## src/rtl/seg7_scan_driver.sv

```systemverilog
// ---------------------------------------------------------------------------
// seg7_scan_driver
// Drives an 8-digit multiplexed common-anode seven-segment display from the
// 32-bit value written to the GPIO output port. The value is shown either as
// hex (copied straight into the display register) or as unsigned decimal
// (converted by a serial double-dabble engine, one shift per clock).
//
// Ports:
//   clk       system clock
//   rst       asynchronous reset, active-low
//   dIn       value to display
//   mode      0 = hex, 1 = unsigned decimal
//   blank_lz  1 = blank leading zero digits (digit 0 is never blanked)
//   an        digit enables, active-low, an[0] = rightmost digit
//   seg       segments, active-low, ordered {g,f,e,d,c,b,a}
//   dp        decimal point, active-low (lit on digit 0 in decimal mode)
//   busy      high while a decimal conversion is in progress
// ---------------------------------------------------------------------------
module seg7_scan_driver #(
    parameter int REFRESH_DIV = 100000,
    parameter int PRE_W       = 17
) (
    input  logic        clk,
    input  logic        rst,
    input  logic [31:0] dIn,
    input  logic        mode,
    input  logic        blank_lz,
    output logic [7:0]  an,
    output logic [6:0]  seg,
    output logic        dp,
    output logic        busy
);

    localparam logic [1:0] ST_IDLE   = 2'd0;
    localparam logic [1:0] ST_CONV   = 2'd1;
    localparam logic [1:0] ST_COMMIT = 2'd2;

    localparam logic [PRE_W-1:0] PRE_LAST = PRE_W'(REFRESH_DIV - 1);

    // One double-dabble iteration on {bcd[39:0], bin[31:0]}: every BCD nibble
    // of 5 or more gets +3 so that the following left shift carries correctly.
    function automatic logic [71:0] dd_step(input logic [71:0] v);
        logic [71:0] t;
        t = v;
        for (int i = 0; i < 10; i++) begin
            if (t[32+4*i +: 4] >= 4'd5) begin
                t[32+4*i +: 4] = t[32+4*i +: 4] + 4'd3;
            end else begin
                t[32+4*i +: 4] = t[32+4*i +: 4];
            end
        end
        return {t[70:0], 1'b0};
    endfunction

    // Nibble to active-low segment pattern {g,f,e,d,c,b,a}.
    function automatic logic [6:0] seg_decode(input logic [3:0] n);
        logic [6:0] s;
        case (n)
            4'h0:    s = 7'h40;
            4'h1:    s = 7'h79;
            4'h2:    s = 7'h24;
            4'h3:    s = 7'h30;
            4'h4:    s = 7'h19;
            4'h5:    s = 7'h12;
            4'h6:    s = 7'h02;
            4'h7:    s = 7'h78;
            4'h8:    s = 7'h00;
            4'h9:    s = 7'h10;
            4'hA:    s = 7'h08;
            4'hB:    s = 7'h03;
            4'hC:    s = 7'h46;
            4'hD:    s = 7'h21;
            4'hE:    s = 7'h06;
            4'hF:    s = 7'h0E;
            default: s = 7'h7F;
        endcase
        return s;
    endfunction

    logic [1:0]       state_q, state_d;
    logic [31:0]      shadow_val_q, shadow_val_d;
    logic             shadow_mode_q, shadow_mode_d;
    logic [31:0]      disp_q, disp_d;
    logic             ovf_q, ovf_d;
    logic [71:0]      sr_q, sr_d;
    logic [4:0]       iter_q, iter_d;
    logic [PRE_W-1:0] pre_q, pre_d;
    logic [2:0]       idx_q, idx_d;
    logic [7:0]       an_q, an_d;
    logic [6:0]       seg_q, seg_d;
    logic             dp_q, dp_d;
    logic             busy_q, busy_d;

    logic             change_s;
    logic [3:0]       nib_s;
    logic             upper_zero_s;

    // Inputs are only compared against the shadows while idle, so edits made
    // during a conversion are picked up once the engine returns to IDLE.
    assign change_s     = (dIn != shadow_val_q) || (mode != shadow_mode_q);
    assign nib_s        = disp_q[{idx_q, 2'b00} +: 4];
    // Digit idx and every digit to its left are zero.
    assign upper_zero_s = ((disp_q >> {idx_q, 2'b00}) == 32'h0);

    // Capture FSM: hex copy, or serial binary-to-BCD conversion and commit.
    always_comb begin
        state_d       = state_q;
        shadow_val_d  = shadow_val_q;
        shadow_mode_d = shadow_mode_q;
        disp_d        = disp_q;
        ovf_d         = ovf_q;
        sr_d          = sr_q;
        iter_d        = iter_q;
        case (state_q)
            ST_IDLE: begin
                if (change_s) begin
                    shadow_val_d  = dIn;
                    shadow_mode_d = mode;
                    if (mode) begin
                        sr_d    = {40'h0, dIn};
                        iter_d  = 5'd0;
                        state_d = ST_CONV;
                    end else begin
                        disp_d = dIn;
                        ovf_d  = 1'b0;
                    end
                end else begin
                    state_d = ST_IDLE;
                end
            end
            ST_CONV: begin
                sr_d   = dd_step(sr_q);
                iter_d = iter_q + 5'd1;
                if (iter_q == 5'd31) begin
                    state_d = ST_COMMIT;
                end else begin
                    state_d = ST_CONV;
                end
            end
            ST_COMMIT: begin
                // Values of 100,000,000 and above need more than 8 digits.
                if (sr_q[71:64] != 8'h00) begin
                    ovf_d = 1'b1;
                end else begin
                    ovf_d  = 1'b0;
                    disp_d = sr_q[63:32];
                end
                state_d = ST_IDLE;
            end
            default: begin
                state_d = ST_IDLE;
            end
        endcase
    end

    // Refresh prescaler and digit scanner.
    always_comb begin
        if (pre_q == PRE_LAST) begin
            pre_d = {PRE_W{1'b0}};
            idx_d = idx_q + 3'd1;
        end else begin
            pre_d = pre_q + {{(PRE_W-1){1'b0}}, 1'b1};
            idx_d = idx_q;
        end
    end

    // Output stage next values: digit enable, segment pattern, dp and busy.
    always_comb begin
        an_d = ~(8'h01 << idx_q);
        if (ovf_q) begin
            seg_d = 7'h3F;
        end else if (blank_lz && (idx_q != 3'd0) && upper_zero_s) begin
            seg_d = 7'h7F;
        end else begin
            seg_d = seg_decode(nib_s);
        end
        dp_d   = ~((idx_q == 3'd0) && shadow_mode_q);
        busy_d = (state_d != ST_IDLE);
    end

    // State and output registers.
    always_ff @(posedge clk or negedge rst) begin
        if (!rst) begin
            state_q       <= ST_IDLE;
            shadow_val_q  <= 32'h0;
            shadow_mode_q <= 1'b0;
            disp_q        <= 32'h0;
            ovf_q         <= 1'b0;
            sr_q          <= 72'h0;
            iter_q        <= 5'd0;
            pre_q         <= {PRE_W{1'b0}};
            idx_q         <= 3'd0;
            an_q          <= 8'hFF;
            seg_q         <= 7'h7F;
            dp_q          <= 1'b1;
            busy_q        <= 1'b0;
        end else begin
            state_q       <= state_d;
            shadow_val_q  <= shadow_val_d;
            shadow_mode_q <= shadow_mode_d;
            disp_q        <= disp_d;
            ovf_q         <= ovf_d;
            sr_q          <= sr_d;
            iter_q        <= iter_d;
            pre_q         <= pre_d;
            idx_q         <= idx_d;
            an_q          <= an_d;
            seg_q         <= seg_d;
            dp_q          <= dp_d;
            busy_q        <= busy_d;
        end
    end

    assign an   = an_q;
    assign seg  = seg_q;
    assign dp   = dp_q;
    assign busy = busy_q;

endmodule
```

## config.mk

```make
export PLATFORM = sky130hd
export DESIGN_NAME = seg7_scan_driver
export DESIGN_NICKNAME = d
export VERILOG_FILES = /design/src/rtl/seg7_scan_driver.sv
export SDC_FILE = /design/constraint.sdc
export NUM_CORES = 1
export LEC_CHECK = 0
export BUFFER_PORTS_ARGS = -buffer_cell sky130_fd_sc_hd__buf_2
export CAP_MARGIN = 15
export CORE_UTILIZATION = 35
export CTS_BUF_LIST = sky130_fd_sc_hd__clkbuf_16
export DETAILED_ROUTE_END_ITERATION = 6
export PLACE_DENSITY = 0.57
export RECOVER_POWER = 100
export SETUP_SLACK_MARGIN = 0.1
export SLEW_MARGIN = 30
export SYNTH_ARGS = -nofsm -noshare
export SYNTH_HDL_FRONTEND = slang
export SYNTH_SLANG_ARGS = --single-unit
```

## constraint.sdc

```tcl
create_clock -name clk -period 4.1 [get_ports clk]
set_clock_uncertainty 0.2 [all_clocks]
set_input_delay 0.615 -clock clk [delete_from_list [all_inputs] [get_ports clk]]
set_output_delay 0.615 -clock clk [all_outputs]
set_load 0.005 [all_outputs]
```

Word level (Yosys, flattened, before mapping)
Memory sizes are Yosys's and may differ from the RTL's.
Cells that the tools add are included.
{"block": "word_totals", "reg_bits": 182, "romBits": 112, "inputBits": 36, "output_inout_bits": 17, "elab_cells": 99, "memories": 1}
{"block": "op_classes", "n_addsub": 13, "order_cmp": 10, "n_eq_ne": 10, "n_shift": 3, "muxes": 31, "n_bitwise": 2, "n_reduce_logical": 16}
{"name": "(no name shown)", "depth": 16, "word_bits": 7, "rd": 1, "rd_ports_with_merged_regs": 0, "wr": 0, "line": "58", "text": "case (n)"}
{"operator": "2-to-1 mux 72 bit", "count": 2}
{"operator": "case mux 72 bit (2 select lines)", "count": 1}
{"operator": "2-to-1 mux 32 bit", "count": 3}
{"operator": "case mux 32 bit (2 select lines)", "count": 1}
{"operator": "greater-or-equal comparator 4 x 3 -> 1 bit (second input constant)", "count": 10}
{"operator": "adder 4 x 2 -> 4 bit (second input constant)", "count": 9}
{"operator": "2-to-1 mux 4 bit", "count": 9}
{"operator": "zero test 32 bit", "count": 1}
{"operator": "!= test 32 bit", "count": 1}
{"operator": "indexed part select 32 x 6 -> 4 bit", "count": 1}
{"operator": ">> shifter 32 x 5 -> 32 bit", "count": 1}
{"operator": "adder 17 x 1 -> 17 bit (second input constant)", "count": 1}
{"operator": "equality test 17 bit (second input constant)", "count": 1}
{"operator": "2-to-1 mux 17 bit", "count": 1}
{"operator": "2-to-1 mux 7 bit", "count": 2}
{"operator": "2-to-1 mux 5 bit", "count": 2}
{"operator": "case mux 5 bit (2 select lines)", "count": 1}
{"operator": "!= test 2 bit (second input constant)", "count": 4}
{"operator": "inverter 8 bit", "count": 1}
{"operator": "nonzero test 8 bit", "count": 1}
{"operator": "<< shifter 1 x 3 -> 8 bit (first input constant)", "count": 1}
{"operator": "2-to-1 mux 2 bit", "count": 3}
{"operator": "AND reduction 3 bit", "count": 2}
{"operator": "nonzero test 2 bit", "count": 3}
{"operator": "other kinds (19)", "count": 23}

Logic depth before layout (Yosys ltp)
Gate-level depths: netlist of the first run.
{"block": "logic_depth", "ltp_word": 5, "depth_mapped": 11, "mapped_depth_nobuf": 9}

Worst setup path after synthesis of the first run
Ideal clock, no wire load.
{"block": "synth_timing", "path_type": "flip-flop to flip-flop", "start": "register idx_q[0]", "end": "register seg_q[0] (netlist: seg[0])", "setup_ns": 0.060, "arrival_ns": 2.790, "t_required_ns": 3.840, "path_slack_ns": 1.050, "stages_incl_launch_ff": 11, "n_path_buf": 2, "period_less_slack_ns": 3.050, "path_cell_list": "dfrtp_1 -> buf_4 -> buf_6 -> mux4_2 -> mux2i_1 -> ha_1 -> o2111ai_1 -> a2111o_1 -> a2111oi_2 -> a211o_1 -> a211o_1"}
{"block": "synth_between", "elab_chain_len": 5, "word_cells_on_any_way": 9, "classes_between": "shift: 2; mux: 2; reduce/logical: 4; memory: 1"}
{"element": "start: declaration", "line": "88", "text": "logic [2:0] idx_q, idx_d;"}
{"element": "start signal: assignment", "line": "206", "text": "idx_q <= idx_d;"}
{"element": "branches (longest 3 deep; another with memory read (16 x 7 bit))"}
{"element": "2-to-1 mux 7 bit (*)", "line": "172", "text": "end else if (blank_lz && (idx_q != 3'd0) && upper_zero_s) begin"}
{"element": "2-to-1 mux 7 bit (*)", "line": "170", "text": "if (ovf_q) begin"}
{"element": "named net seg_d[0]", "line": "90", "text": "logic [6:0] seg_q, seg_d;"}
{"element": "end signal: assignment", "line": "208", "text": "seg_q <= seg_d;"}
{"element": "end: declaration", "line": "90"}
Mark *: on every way through the listed nets, which the timed path passes.
A chain may end at the register's enable or synchronous reset.

Worst setup path after layout of the first run
{"block": "layout_timing", "start": "register shadow_val_q[26]", "end": "register disp_q[12]"}
{"block": "layout_between", "elab_chain_len": 4}
{"element": "start: declaration", "line": "81", "text": "logic [31:0] shadow_val_q, shadow_val_d;"}
{"element": "start signal: assignment", "line": "199", "text": "shadow_val_q <= shadow_val_d;"}
{"element": "!= test 32 bit", "line": "100", "text": "assign change_s = (dIn != shadow_val_q) || (mode != shadow_mode_q);"}
{"element": "logical OR 1 bit", "line": "100"}
{"element": "!= test 2 bit (no line)"}
{"element": "AND reduction 4 bit (no line)"}
{"element": "end signal: assignment", "line": "201", "text": "disp_q <= disp_d;"}
{"element": "end: declaration", "line": "83", "text": "logic [31:0] disp_q, disp_d;"}
No other way between the ends.

==> metrics, run 1 <==
status=finished with violations; failing checks=max-capacitance violations, max-slew violations; Worst-path clk slew=approximately 0.070 ns; clk root buf=clkbuf_16; Synth Flop Type=dfrtp_1; Synth warnings=0; Fin. Hold Viols=0; post-synthesis mux area share=between 10% and 20%; met2 WL=~11,000 µm; Pins Over Slew Limit=roughly 160; Post-Synthesis Cells=between 900 and 1,000; maximum clock rate=278 MHz; register area=4570 µm²; Mapped Area=9710 µm²; syn avg cell area=10.3 µm²; PD cells=about 700 nW/µm²; relative slew slack=-66.6%; Die Width=roughly 170 µm; Final #Nets=between 1,000 and 1,500; combinational share of power=roughly 37%; total chip power=7.81 mW; Worst Hold Slack=0.223 ns; Post-synth EDFFs=0; Clock power frac=22.5%; Int Power=4.81 mW; DR vias/cell=between 5 and 6; fin cells=about 1,400; CTS Buf Count=17; # IOs=between 50 and 60; number of port buffers=52; area leader, netlist=dfrtp_1; startpoint types=flip-flop; commonest non-fill, non-tap cell in the layout=dfrtp_1; Worst VDD drop=0.331 mV; Simple-Gate Fraction of Synth Area=between 10% and 20%; Core Area=about 27,000 µm²; post-synth cell types=51; Yosys reg bits=~180; die area=approximately 28,000 µm²; total gr overflow=0; antenna cell count=0; CTS tree=yes; post-synthesis xor/xnor area fraction=between 6 and 7%; largest net degree at the start of global routing=95; hpwl dp=roughly 16,000 µm; WL per Instance=roughly 17 µm; Initial Util=between 30 and 40%; CP endpoint kind=flip-flop; area of the multi-input gates=4740 µm²; clk buf depth=2; final WL=23,300 µm; Crit Path Category=flip-flop to flip-flop; placed cell count=roughly 1,300; Synth Area in Adders=around 4.6%; critical path startpoint=shadow_val_q[26]; row count=60; leak pwr=a little under 5 nW; global-route wire length before repair=~38,000 µm; total setup buffers inserted after CTS=0; DR pass1 iterations=5; Hold Crit Class=input port to flip-flop; H-tree depth=4; Psw=around 3.0 mW; RSZ-0062 raised after global routing=false; Post-Syn Nets=between 1,000 and 1,500; met3 wire length=about 730 µm; fin crit period=~3.6 ns; HP Start=dIn[28]; Slew @ Worst Pin=2.50 ns; gr usage total=17.2%; Seq pwr share=between 40% and 50%; Seq/Total Area, Yosys=47.1%; Sw Ratio=a little under two fifths; top sig layer=met4; initial antenna violation count=0; Max-Cap Viols=3; initial detailed-routing violation count=roughly 500; Antenna Nets Post-Route=0; area grow syn2layout=12.3%; top cell type's share of synthesized area=42.8%; CTS sink cnt=about 180; Die Ht=about 170 µm; share of layout cells above drive strength 1=between 10% and 20%; Area contributors post-synth=dfrtp_1, mux2_2, nand2_1; fin crit share=between 80% and 90%; Required @ worst endpoint=about 4.2 ns; combinational family with the most area after synthesis=simple AND/OR/NAND/NOR gates; worst path arrival time=approximately 3.7 ns; Synth Area in Compound Gates=roughly 11%; Crit Path Max Fanout=33; commonest cells after routing, fill and taps aside=dfrtp_1, nand2_1, mux2_2, buf_2, xor2_1; R2R Path Start=shadow_val_q[26]; Setup TNS=0 ns; FILL cells=between 2,000 and 3,000; met1 wire length=between 10,000 and 15,000 µm; vias in the first global route=between 7,000 and 8,000; hold_buf cts=0; DR DRC count=0; clk_lat worst skew=approximately 0.44 ns; # resized after CTS=0; via count=about 7,000; final setup violation count=0; gpl congestion=0.836; Post-synth ARST share=100%
## sequential cells by signal, indices dropped and copies added, names as in the netlist
| name | cells |
|---|---|
| sr_q | 72 |
| disp_q | 32 |
| shadow_val_q | 32 |
| pre_q | 17 |
| an | 8 |
| seg | 7 |
| iter_q | 5 |
| idx_q | 3 |
| state_q | 2 |
| busy | 1 |
| dp | 1 |
| ovf_q | 1 |
| shadow_mode_q | 1 |
## layer usage
metal	up-vias	track usage [%]
li1	3376	-
met4	0	7.15
met3	45	2.43
met1	3522	23.4
met5	-	0
met2	138	27.7
## worst paths after layout
check	cells past startpoint	endpoint	slack, ns
worst min register to register	1	pre_q[14]	0.29
worst min-delay path	3	shadow_val_q[28]	0.22
min in group asynchronous	1	ovf_q	0.75
max in group asynchronous	2	disp_q[18]	1.04
worst max register to register	7	disp_q[12]	0.50
worst max-delay path	7	disp_q[12]	0.50
## synthesized netlist by cell type, drive strengths merged (8+ instances only)
master / n
dfrtp: 166
nand2: 159
mux2: 68
xor2: 43
inv: 40
nor2: 40
clkbuf: 37
ha: 36
and3: 35
and2: 33
a21oi: 31
a221o: 31
o21ai: 29
nor4: 25
xnor2: 25
o22ai: 22
dfstp: 16
buf: 14
nand2b: 13
a31oi: 11
nand3: 11
mux4: 10
o32ai: 8
## power by group through the flow
| stage | Combinational (mW) | Clock [mW] | Sequential [mW] |
|---|---|---|---|
| finish | 2.90 | 1.76 | 3.14 |
| global route | 3.30 | 1.87 | 3.25 |
| CTS | 2.96 | 1.79 | 3.13 |
| detailed placement | 2.96 | 0 | 3.15 |
| global placement | 2.87 | 0 | 3.16 |
| floorplan | 2.33 | 0 | 2.97 |
## cell type report
cell class	instances	share of cell area [%]
multi-input combinational	670	43.4
tap	372	4.27
timing repair buffer	67	3.25
clock inverter	15	1.85
inverter	40	1.38
sequential	182	41.9
clock buffer	17	3.90
## cell families (layout without fill, tap and decap cells)
kind of cell    after synthesis  after routing
fa+ha+maj                    36             36
flops                       182            182
buf+inv                      91            139
xor+xnor                     68             68
mux                          81             81
compound gates              149            149
simple gates                336            336
## critical path, cell delays in order, from the launching register on
cell and delay, ns:
dfrtp_1 0.40, xor2_1 0.16, nor4_1 0.37, nand4_1 0.20, o31a_2 0.41, a21oi_4 0.14
dlymetal6s2s_1 1.16, mux2_2 0.44
## stage by stage
step | setup slack, ns | utilization, % | area, µm²
global route | 0.204 | 40.3 | 10900
detailed placement | 0.629 | 38.2 | 10400
CTS | 0.614 | 40.5 | 11000
finish | 0.501 | 40.3 | 10900
global placement | 0.669 | 38.1 | 10300
floorplan | 1.05 | - | 9710
(Power assumes the default switching activity.)
==> run 2: changes to the inputs <==
==> constraint.sdc (replaced) <==
create_clock -name clk -period 3.49 [get_ports clk]
set_clock_uncertainty 0.2 [all_clocks]
set_input_delay 0.5235 -clock clk [delete_from_list [all_inputs] [get_ports clk]]
set_output_delay 0.5235 -clock clk [all_outputs]
set_load 0.005 [all_outputs]
==> metrics, run 2 (synthesis results as in run 1) <==
Antenna Nets Post-Route=0 (unchanged); largest net degree at the start of global routing=73 (-23%); # resized after CTS=0 (unchanged); met3 usage=2.83% (+0.40 points); row count=60 (unchanged); met2 usage=28.5% (+0.85 points); placed cell area=10,400 µm² (+0.63%); Crit Path Category=flip-flop to flip-flop; Initial Util=35.8% (unchanged); startpoint types=flip-flop; layer with the highest usage=met2; Crit path buffers/inverters=0 (-1); # IOs=53 (unchanged); DR vias/cell=5.13 (-1.2%); gpl congestion=0.845 (+1.1%); leak pwr=4.93 nW (about the same); commonest cells after routing, fill and taps aside=dfrtp_1, nand2_1, mux2_2, buf_2, xor2_1; met1 usage=23.0% (-0.34 points); Die Ht=169 µm (unchanged); hpwl dp=16,300 µm (+1.1%); fin cells=1,371 (+0.59%); placed cell count=1,338 (+0.53%); failing checks=max-capacitance violations, max-slew violations; vias in the first global route=6,914 (-1.8%); Top reg by flops=sr_q; antenna cell count=0 (unchanged); share of layout cells above drive strength 1=19.8% (+0.55 points); PD cells=831 nW/µm² (+16%); DR DRC count=0 (unchanged); H-tree depth=4 (unchanged); CP endpoint kind=flip-flop; biggest regs=sr_q x72, disp_q x32, shadow_val_q x32; CTS tree=yes; FILL cells=2,614 (+0.85%); clk_lat worst skew=0.45 ns (about the same); critical path cell sequence=mux4_2, mux2i_1, ha_1, o2111ai_1, a2111o_1, a2111oi_2, nor2_1, o21ai_0; CTS Buf Count=17 (unchanged); Core Area=27,100 µm² (unchanged); Pins Over Slew Limit=72 (-56%); Hold Crit Class=input port to flip-flop; Slew @ Worst Pin=1.91 ns (-0.593 ns); commonest non-fill, non-tap cell in the layout=dfrtp_1; via count=7,040 (-0.58%); initial antenna violation count=0 (unchanged); slowest stage delay, CP=0.64 ns (-0.52 ns); final setup violation count=0 (unchanged); number of port buffers=52 (unchanged); DR pass1 iterations=4 (-1); Setup TNS=0 ns (unchanged); fin crit share=91.2% (+3.4 points); final WL=23,600 µm (+1.3%); Max-Cap Viols=1 (-2); area grow syn2layout=12.4% (about the same); Worst-path clk slew=0.07 ns (about the same); flip-flop count of the largest register after layout=72 (unchanged); CP delay by family, top=compound AO/OA/AOI/OAI gates; total gr overflow=0 (unchanged); Final #Nets=1,058 (+0.76%); fin crit period=3.18 ns (-0.417 ns); status=finished with violations; final instance area=10,900 µm² (about the same); RSZ-0062 raised after global routing=false; Core Util, Final=40.3% (about the same); WL per Instance=17.2 µm (+0.71%); Worst VDD drop=0.330 mV (-0.34%); total setup buffers inserted after CTS=0 (unchanged); initial detailed-routing violation count=382 (-25%); clk root buf=clkbuf_16; global-route wire length before repair=38,400 µm (about the same); Crit Path Max Fanout=9 (-73%); slowest CP cell=dfrtp_1; Required @ worst endpoint=3.64 ns (-0.58 ns); worst path arrival time=3.34 ns (-0.38 ns); clk buf depth=2 (unchanged); maximum clock rate=314 MHz (+13%); relative slew slack=-27.1% (+40 points); die area=28,400 µm² (unchanged); gr usage total=17.3% (+0.093 points); Die Width=169 µm (unchanged); CTS sink cnt=182 (unchanged); Fin. Hold Viols=0 (unchanged)
## run 2: path summary, 6_finish.rpt
| path | from | to | slack (ns) | cells past startpoint |
|---|---|---|---|---|
| worst max register to register | idx_q[0] | seg[1] | 0.31 | 8 |
| max in group asynchronous | rst | shadow_val_q[6] | 0.65 | 3 |
| worst max-delay path | idx_q[0] | seg[1] | 0.31 | 8 |
| worst min register to register | ovf_q | seg[6] | 0.28 | 1 |
| min in group asynchronous | rst | shadow_mode_q | 0.95 | 2 |
| worst min-delay path | dIn[5] | shadow_val_q[5] | 0.15 | 3 |
## run 2: stage by stage
step | power, mW | hold WS [ns] | setup slack (ns)
floorplan | 6.22 | 0.0279 | 0.440
global placement | 7.14 | 0.274 | 0.420
detailed placement | 7.22 | 0.270 | 0.297
CTS | 9.20 | 0.129 | 0.274
global route | 9.78 | 0.155 | 0.128
finish | 9.07 | 0.148 | 0.308
## run 2: final cells by class
type / count / area [µm²] / share of cell area, %
clock buffer: 17 / 425 / 3.90
clock inverter: 15 / 159 / 1.46
inverter: 40 / 150 / 1.38
multi-input combinational: 670 / 4730 / 43.4
sequential: 182 / 4570 / 41.9
tap: 372 / 465 / 4.26
timing repair buffer: 75 / 408 / 3.74
## run 2: routing by layer
metal	part of all wire [%]	routed length, µm
met1	45	10700
met5	0	0
met2	49	11500
met3	3.8	891
met4	2.2	528
## run 2: repair_timing
item                                    CTS  global route
endpoints found under the setup margin    0             0
endpoints found under the hold margin    57             0
hold buffers                              1             0
## run 2: report_power, final
| group | internal [mW] | switching, mW | leakage, nW | total, mW |
|---|---|---|---|---|
| clock network | 1.02 | 0.929 | 0.279 | 1.95 |
| registers | 2.99 | 0.733 | 2.24 | 3.73 |
| logic | 1.56 | 1.84 | 2.41 | 3.40 |
| total | 5.57 | 3.50 | 4.93 | 9.07 |
## run 2: worst reg2reg max path, stage by stage, from the launching register on
cell	delay, ns
dfrtp_1	0.64
mux4_2	0.57
mux2i_1	0.23
ha_1	0.25
o2111ai_1	0.12
a2111o_1	0.31
a2111oi_2	0.49
nor2_1	0.16
o21ai_0	0.13
